$ cat config.mk
export PLATFORM = sky130hd
export DESIGN_NAME = wishbone_fifo_subordinate
export DESIGN_NICKNAME = d
export VERILOG_FILES = /design/src/rtl/wishbone_fifo_subordinate.sv
export SDC_FILE = /design/constraint.sdc
export NUM_CORES = 1
export LEC_CHECK = 0
export BUFFER_PORTS_ARGS = -buffer_cell sky130_fd_sc_hd__buf_2
export CAP_MARGIN = 20
export CORE_MARGIN = 2
export CORE_UTILIZATION = 55
export CTS_BUF_LIST = sky130_fd_sc_hd__clkbuf_8
export CTS_CLUSTER_DIAMETER = 80
export CTS_CLUSTER_SIZE = 14
export DETAILED_ROUTE_END_ITERATION = 16
export PLACE_DENSITY = 0.82
export SLEW_MARGIN = 20
export SYNTH_ARGS = -nofsm -noshare
export SYNTH_HDL_FRONTEND = slang
export SYNTH_SLANG_ARGS = --single-unit
$ cat constraint.sdc
create_clock -name wb_clk_i -period 5.2 [get_ports wb_clk_i]
set_input_delay 0.26 -clock wb_clk_i [delete_from_list [all_inputs] [get_ports wb_clk_i]]
set_output_delay 0.26 -clock wb_clk_i [all_outputs]
set_load 0.01 [all_outputs]
$ cat src/rtl/wishbone_fifo_subordinate.sv
// wishbone_fifo_subordinate: Wishbone classic-cycle subordinate. Writes to DATA push
// 32-bit words into a circular FIFO drained by a valid/pop consumer; STATUS, CTRL and
// SCRATCH are bus-readable. Optional level interrupt enabled by `WB_FIFO_SUB_IRQ_EN.
module wishbone_fifo_subordinate #(
    parameter logic [31:0] BASE_ADDR   = 32'h3400_0000,
    parameter int unsigned DEPTH       = 8,
    parameter int unsigned WAIT_STATES = 0
) (
    input  logic        wb_clk_i,
    input  logic        wb_rst_i,
    input  logic        wbs_stb_i,
    input  logic        wbs_cyc_i,
    input  logic        wbs_we_i,
    input  logic [3:0]  wbs_sel_i,
    input  logic [31:0] wbs_adr_i,
    input  logic [31:0] wbs_dat_i,
    output logic        wbs_ack_o,
    output logic [31:0] wbs_dat_o,
    output logic [31:0] usr_dat_o,
    output logic        usr_valid_o,
    input  logic        usr_pop_i,
    output logic        irq_o
);
    localparam int unsigned PTR_W  = $clog2(DEPTH);
    localparam int unsigned CNT_W  = PTR_W + 1;
    localparam int unsigned WCNT_W = 4;
    localparam logic [WCNT_W-1:0] WAIT_LOAD = (WAIT_STATES > 0) ? WCNT_W'(WAIT_STATES - 1) : '0;
    localparam logic [CNT_W-1:0]  FULL_CNT  = CNT_W'(DEPTH);
    localparam logic [1:0] OFF_DATA    = 2'd0;
    localparam logic [1:0] OFF_STATUS  = 2'd1;
    localparam logic [1:0] OFF_CTRL    = 2'd2;
    localparam logic [1:0] OFF_SCRATCH = 2'd3;

    typedef enum logic [1:0] {S_IDLE, S_WAIT, S_ACK} state_t;

    state_t              state, state_n;
    logic [WCNT_W-1:0]   wcnt, wcnt_n;
    logic                commit_c;

    logic                lat_we, lat_hit;
    logic [3:0]          lat_sel;
    logic [1:0]          lat_off;
    logic [31:0]         lat_dat;

    logic [31:0]         mem [DEPTH];
    logic [PTR_W-1:0]    wr_ptr, rd_ptr;
    logic [CNT_W-1:0]    count;
    logic                ovf, unf, selerr;
    logic [31:0]         scratch;
    logic [7:0]          irq_level;

    logic                hit_c, txn_we_c, txn_hit_c;
    logic [3:0]          txn_sel_c;
    logic [1:0]          txn_off_c;
    logic [31:0]         txn_dat_c, rdata_c, status_c, ctrl_rd_c;
    logic                empty_c, full_c, wr_c, push_req_c, push_ok_c, ovf_set_c, selerr_set_c;
    logic                ctrl_wr_c, fifo_clr_c, flag_clr_c, scratch_wr_c, pop_ok_c, unf_set_c;
    logic                unused_adr_c;

    assign unused_adr_c = ^wbs_adr_i[1:0];

    // State register and wait-state counter
    always_ff @(posedge wb_clk_i) begin
        if (wb_rst_i) begin
            state <= S_IDLE;
            wcnt  <= '0;
        end else begin
            state <= state_n;
            wcnt  <= wcnt_n;
        end
    end

    // Next state; commit_c marks the edge entering ACK, where side effects land
    always_comb begin
        state_n  = state;
        wcnt_n   = wcnt;
        commit_c = 1'b0;
        case (state)
            S_IDLE: begin
                if (wbs_cyc_i && wbs_stb_i) begin
                    if (WAIT_STATES > 0) begin
                        state_n = S_WAIT;
                        wcnt_n  = WAIT_LOAD;
                    end else begin
                        state_n  = S_ACK;
                        commit_c = 1'b1;
                    end
                end
            end
            S_WAIT: begin
                if (!wbs_cyc_i) begin
                    state_n = S_IDLE;
                end else if (wcnt == '0) begin
                    state_n  = S_ACK;
                    commit_c = 1'b1;
                end else begin
                    wcnt_n = wcnt - WCNT_W'(1);
                end
            end
            S_ACK:   state_n = S_IDLE;
            default: state_n = S_IDLE;
        endcase
    end

    // Capture the request at accept so wait states need not hold the bus stable
    always_ff @(posedge wb_clk_i) begin
        if (wb_rst_i) begin
            lat_we  <= 1'b0;
            lat_hit <= 1'b0;
            lat_sel <= '0;
            lat_off <= '0;
            lat_dat <= '0;
        end else if (state == S_IDLE && wbs_cyc_i && wbs_stb_i) begin
            lat_we  <= wbs_we_i;
            lat_hit <= hit_c;
            lat_sel <= wbs_sel_i;
            lat_off <= wbs_adr_i[3:2];
            lat_dat <= wbs_dat_i;
        end
    end

    // Live inputs commit directly when there are no wait states
    assign hit_c     = (wbs_adr_i[31:4] == BASE_ADDR[31:4]);
    assign txn_we_c  = (state == S_IDLE) ? wbs_we_i       : lat_we;
    assign txn_hit_c = (state == S_IDLE) ? hit_c          : lat_hit;
    assign txn_sel_c = (state == S_IDLE) ? wbs_sel_i      : lat_sel;
    assign txn_off_c = (state == S_IDLE) ? wbs_adr_i[3:2] : lat_off;
    assign txn_dat_c = (state == S_IDLE) ? wbs_dat_i      : lat_dat;

    assign empty_c      = (count == '0);
    assign full_c       = (count == FULL_CNT);
    assign wr_c         = commit_c && txn_hit_c && txn_we_c;
    assign push_req_c   = wr_c && (txn_off_c == OFF_DATA);
    assign push_ok_c    = push_req_c && (txn_sel_c == 4'hF) && !full_c;
    assign ovf_set_c    = push_req_c && (txn_sel_c == 4'hF) && full_c;
    assign selerr_set_c = push_req_c && (txn_sel_c != 4'hF);
    assign ctrl_wr_c    = wr_c && (txn_off_c == OFF_CTRL);
    assign fifo_clr_c   = ctrl_wr_c && txn_dat_c[0];
    assign flag_clr_c   = ctrl_wr_c && txn_dat_c[1];
    assign scratch_wr_c = wr_c && (txn_off_c == OFF_SCRATCH);
    assign pop_ok_c     = usr_pop_i && !empty_c && !fifo_clr_c;
    assign unf_set_c    = usr_pop_i && empty_c && !fifo_clr_c;

    assign status_c = {16'h0, 8'(count), 3'b0, selerr, unf, ovf, full_c, empty_c};
`ifdef WB_FIFO_SUB_IRQ_EN
    assign ctrl_rd_c = {16'h0, irq_level, 8'h0};
`else
    assign ctrl_rd_c = '0;
`endif

    // Read mux; misses and writes return zero
    always_comb begin
        rdata_c = '0;
        if (txn_hit_c && !txn_we_c) begin
            case (txn_off_c)
                OFF_STATUS:  rdata_c = status_c;
                OFF_CTRL:    rdata_c = ctrl_rd_c;
                OFF_SCRATCH: rdata_c = scratch;
                default:     rdata_c = '0;
            endcase
        end
    end

    // Bus response: one-cycle ACK with data held only during it
    always_ff @(posedge wb_clk_i) begin
        if (wb_rst_i) begin
            wbs_ack_o <= 1'b0;
            wbs_dat_o <= '0;
        end else begin
            wbs_ack_o <= commit_c;
            wbs_dat_o <= commit_c ? rdata_c : '0;
        end
    end

    // FIFO storage, left unreset
    always_ff @(posedge wb_clk_i) begin
        if (push_ok_c) mem[wr_ptr] <= txn_dat_c;
    end

    // FIFO pointers and occupancy; clear overrides a concurrent pop
    always_ff @(posedge wb_clk_i) begin
        if (wb_rst_i || fifo_clr_c) begin
            wr_ptr <= '0;
            rd_ptr <= '0;
            count  <= '0;
        end else begin
            if (push_ok_c) wr_ptr <= wr_ptr + PTR_W'(1);
            if (pop_ok_c)  rd_ptr <= rd_ptr + PTR_W'(1);
            count <= count + CNT_W'(push_ok_c) - CNT_W'(pop_ok_c);
        end
    end

    assign usr_valid_o = !empty_c;
    assign usr_dat_o   = usr_valid_o ? mem[rd_ptr] : '0;

    // Sticky error flags; a new event in the clearing cycle still registers
    always_ff @(posedge wb_clk_i) begin
        if (wb_rst_i) begin
            ovf    <= 1'b0;
            unf    <= 1'b0;
            selerr <= 1'b0;
        end else begin
            ovf    <= (ovf    && !flag_clr_c) || ovf_set_c;
            unf    <= (unf    && !flag_clr_c) || unf_set_c;
            selerr <= (selerr && !flag_clr_c) || selerr_set_c;
        end
    end

    // Scratch register with per-lane byte enables
    always_ff @(posedge wb_clk_i) begin
        if (wb_rst_i) begin
            scratch <= '0;
        end else if (scratch_wr_c) begin
            for (int b = 0; b < 4; b++) begin
                if (txn_sel_c[b]) scratch[8*b +: 8] <= txn_dat_c[8*b +: 8];
            end
        end
    end

`ifdef WB_FIFO_SUB_IRQ_EN
    // Interrupt level and registered level/overflow interrupt
    always_ff @(posedge wb_clk_i) begin
        if (wb_rst_i) begin
            irq_level <= '0;
            irq_o     <= 1'b0;
        end else begin
            if (ctrl_wr_c) irq_level <= txn_dat_c[15:8];
            irq_o <= ((irq_level != 8'h0) && (8'(count) >= irq_level)) || ovf;
        end
    end
`else
    assign irq_level = '0;
    assign irq_o     = 1'b0;
`endif

endmodule

==> Implementation_results.wiki <==
{| class="wikitable"
! Metric !! Value
|-
| Cell family with the largest share of critical-path delay || simple AND/OR/NAND/NOR gates
|-
| Max Buffers Root-to-Sink || 3
|-
| Delay of the slowest critical-path stage || 1.03 ns
|-
| Remaining global-route overflow || 0
|-
| EDFF count, synth || between 200 and 300
|-
| Die Ht || 168 um
|-
| Placeable core region || between 20000 and 30000 um2
|-
| Share of the yosys chip area belonging to registers || between 60% and 70%
|-
| H-tree Lvls || 1
|-
| Critical Path Start Type || flop
|-
| Worst clock skew || 0.0155 ns
|-
| Area growth from synthesis to layout || 14.0%
|-
| Clock tree root driver cell || clkbuf_8
|-
| Startpoint of the most critical register-to-register path || count[2]
|-
| Proportion of netlist area held by the largest area contributor || 52.2%
|-
| Setup slack on the worst flop-to-flop path || 1.97 ns
|-
| Share of the synthesized area in compound gates (AO/OA/AOI/OAI) || 5.27%
|-
| Synth Instances || between 900 and 1000
|-
| Ys flop type || edfxtp_1
|-
| Horizontal die dimension || 168 um
|-
| CP Cell Sequence || inv_1, ha_1, nor3b_1, nor2_1, nand4_1, nor3_2, buf_4
|-
| Synthesized Nets || 1056
|-
| Remaining antenna violation count || 0
|-
| Setup Total Neg Slack || 0 ns
|-
| Pwr dens || 368 nW/um2
|-
| Outcome || finished, final reports clean
|-
| Number of warnings printed during yosys synthesis || 0
|-
| Count of non-filler cells in the finished layout || 1510
|-
| Top cell type by total area after synthesis || edfxtp_1
|-
| Number of DRC violations after detailed routing || 0
|-
| Cell types occupying the most area after synthesis || edfxtp_1 (52%), dfxtp_1 (16%), mux4_2 (9.8%), mux2i_1 (4.3%), a21oi_1 (2.6%)
|-
| Final WL || between 30 and 40 mm
|-
| Simple-gate share of the synthesized area || 7.91%
|-
| Count of buffers from port buffering || 137
|-
| Via count || 8888
|-
| Final critical delay including setup and external delays || 3.23 ns
|-
| Latest clock arrival within the worst-skew pair || 0.60 ns
|-
| Setup slack at placement || approximately 1.7 ns
|-
| Combinational group share of total power || 22.2%
|-
| Hold Path End || ovf
|-
| Critical path class || reg2reg
|-
| Worst min-delay path startpoint || wbs_adr_i[3]
|-
| Largest fanout of any net on the critical path || 13
|-
| Share of synthesized area spent on multiplexers || 14.6%
|-
| Most numerous cell types in the synthesized netlist || edfxtp_1 (256), dfxtp_1 (120), nand2_1 (102)
|-
| Fraction of final layout cells sized beyond drive strength 1 || 25.2%
|-
| TritonRoute pass-1 iters || 5
|-
| TritonCTS clock tree || done
|-
| Number of global-route vias before repair || 8933
|-
| Required time worst endpoint || 5.48 ns
|-
| Largest family of logic cells by synthesized area || multiplexers
|-
| RSZ-0062 raised after global routing || no
|-
| Most used standard cell by instance count after synthesis || edfxtp_1
|-
| Initial drt markers || 866
|-
| Number of pins exceeding their max-slew limit in the final report || 0
|-
| Worst-Margin Slew || 1.12 ns
|-
| I/O pins || 141
|-
| Clock transition time at the flip-flop clock pins of the worst setup and hold paths || 0.10 ns
|-
| Number of vias per cell || 5.89
|-
| Average instance area after synthesis || 15.1 um2
|-
| FF-to-FF path depth || 7
|-
| Clock network fraction of design power || 23.7%
|-
| Switch Pwr || 1.72 mW
|-
| Number of unique standard cell types used by synthesis || 49
|-
| Maximum number of pins on one net before global-route repair || 76
|-
| Final hold vios || 0
|-
| Number of placement rows || about 60
|-
| Number of failing setup endpoints in the final timing report || 0
|-
| Number of max-cap violations || 0
|-
| Placer Congestion || 0.835
|-
| Initial core utilization || 56.2%
|-
| GRT Overall Usage || roughly 23%
|-
| Critical path buffer and inverter count || 2
|-
| Worst slew margin || 25.6%
|-
| Final Worst Setup Slack || 1.97 ns
|-
| Area enclosed by the die boundary || around 28000 um2
|-
| Async S/R FF share, synth || 0%
|-
| Placed wire-length estimate || 19.5 mm
|-
| Placed Cells incl. Taps || 1415
|-
| Critical path arrival || 3.51 ns
|-
| Endpoint kind of the worst setup timing path || flop
|-
| Number of antenna diodes || 0
|-
| Worst R2R End || mem[3][24]
|-
| First-pass GRT wire length || 49.9 mm
|-
| Worst hold path depth || 3
|-
| Number of fillers in the final layout || ~1800
|-
| Adder and majority gate portion of the synthesized area || less than 1%
|-
| Leakage || 5.91 nW
|-
| Design internal power || 4.47 mW
|-
| WHS || around 0.1 ns
|-
| Antenna violations before repair || 0
|-
| TritonCTS buffer count || 30
|-
| Number of sinks driven by the clock tree || 376
|-
| Final period util || 62.2%
|-
| Cell with the largest stage delay on the worst path || nor3_2
|-
| FF+latch count, synth || about 380
|-
| DR WL/cell || around 22 um
|-
| FMAX || between 300 and 400 MHz
|-
| Largest voltage drop on the vdd net || between 0.15 and 0.2 mV
|-
| Switching Share || approximately 28%
|-
| Post-synthesis share of cell area spent on xor and xnor gates || 0.297%
|-
| Post-synthesis instance area || 14700 um2
|-
| Sequential group share of total power || 54.0%
|-
| Number of nets in the layout || 1233
|-
| Classification of the worst-slack hold path || in2reg
|}
## tightest hold or removal path, cell delays in order
cell and delay (ns):
buf_2 0.13, nor2_1 0.11, a41o_1 0.17
## kinds of logic (layout without fill, tap and decap cells)
| group | count (synthesis) | count (layout) |
|---|---|---|
| other | 1 | 1 |
| adder cells (fa/ha/maj) | 8 | 8 |
| buffers and inverters | 97 | 298 |
| flip-flops | 376 | 376 |
| XOR/XNOR | 5 | 5 |
| AND/OR/NAND/NOR | 225 | 225 |
| multiplexers | 134 | 134 |
| AO/OA/AOI/OAI | 128 | 128 |
## sequential cells by signal, indices dropped and copies added, names as in the netlist, 3 cells and up, named ones only
signal / cells
lat_sel: 4
wr_ptr: 3
count: 4
lat_dat: 32
rd_ptr: 3
wbs_dat_o: 32
mem: 256
scratch: 32
## what timing repair did
action                     CTS  global route
setup buffers                0             0
setup endpoints to repair    0             0
hold endpoints to repair    39             0
hold buffers                38             0
gates resized for setup      0             0
## stage by stage
| step | instance area, um2 | util (%) | power (mW) |
|---|---|---|---|
| after CTS | 16800 | 64.0 | 6.19 |
| after detailed placement | 15900 | 60.5 | 4.75 |
| after global routing | 16800 | 64.1 | 6.45 |
| final | 16800 | 64.1 | 6.19 |
| after floorplan | 14700 | - | 4.32 |
| after global placement | 15900 | 60.5 | 4.72 |
## layer usage
layer / global-route usage, % / wire [um]
met1: 32.0 / 13100
met2: 39.0 / 16000
met3: 3.33 / 2620
met4: 6.84 / 804
met5: 0 / 0
## cells in the final DEF, fill, tap and decap left out, types with 9 or more instances in the layout
cell,n
a211oi_1,33
a21oi_1,77
a21oi_2,9
and2_1,26
buf_2,137
buf_4,23
clkbuf_8,32
dfxtp_1,116
dlygate4sd3_1,38
edfxtp_1,256
inv_1,66
mux2i_1,64
mux4_2,64
nand2_1,102
nor2_1,49
## final cells by class
cell class,instances,area [um2],share of cell area (%)
sequential,376,10100,60.1
multi-input combinational,501,4310,25.6
timing repair buffer,200,1290,7.66
clock buffer,32,440,2.62
tap,335,419,2.50
inverter,42,158,0.939
clock inverter,24,90.1,0.536
## how the worst max path moves through the flow
stage                             start           end  slack (ns)  cells past startpoint
after global placement    wbs_adr_i[20]    mem[3][29]        1.84                      7
after floorplan           wbs_adr_i[20]     mem[2][0]       -0.05                      5
after detailed placement  wbs_adr_i[20]     mem[3][5]        1.71                      7
final                          count[2]    mem[3][24]        1.97                      7
after CTS                          flop  usr_dat_o[9]        1.73                      5
after global routing           count[2]    mem[3][27]        1.81                      7
## power by group through the flow
stage | logic [mW] | registers [mW] | clock network [mW]
after CTS | 1.30 | 3.41 | 1.48
after global routing | 1.49 | 3.36 | 1.60
after global placement | 1.25 | 3.48 | 0
after floorplan | 0.991 | 3.33 | 0
final | 1.37 | 3.34 | 1.47
after detailed placement | 1.27 | 3.48 | 0
Power figures use the tool's default switching activity.
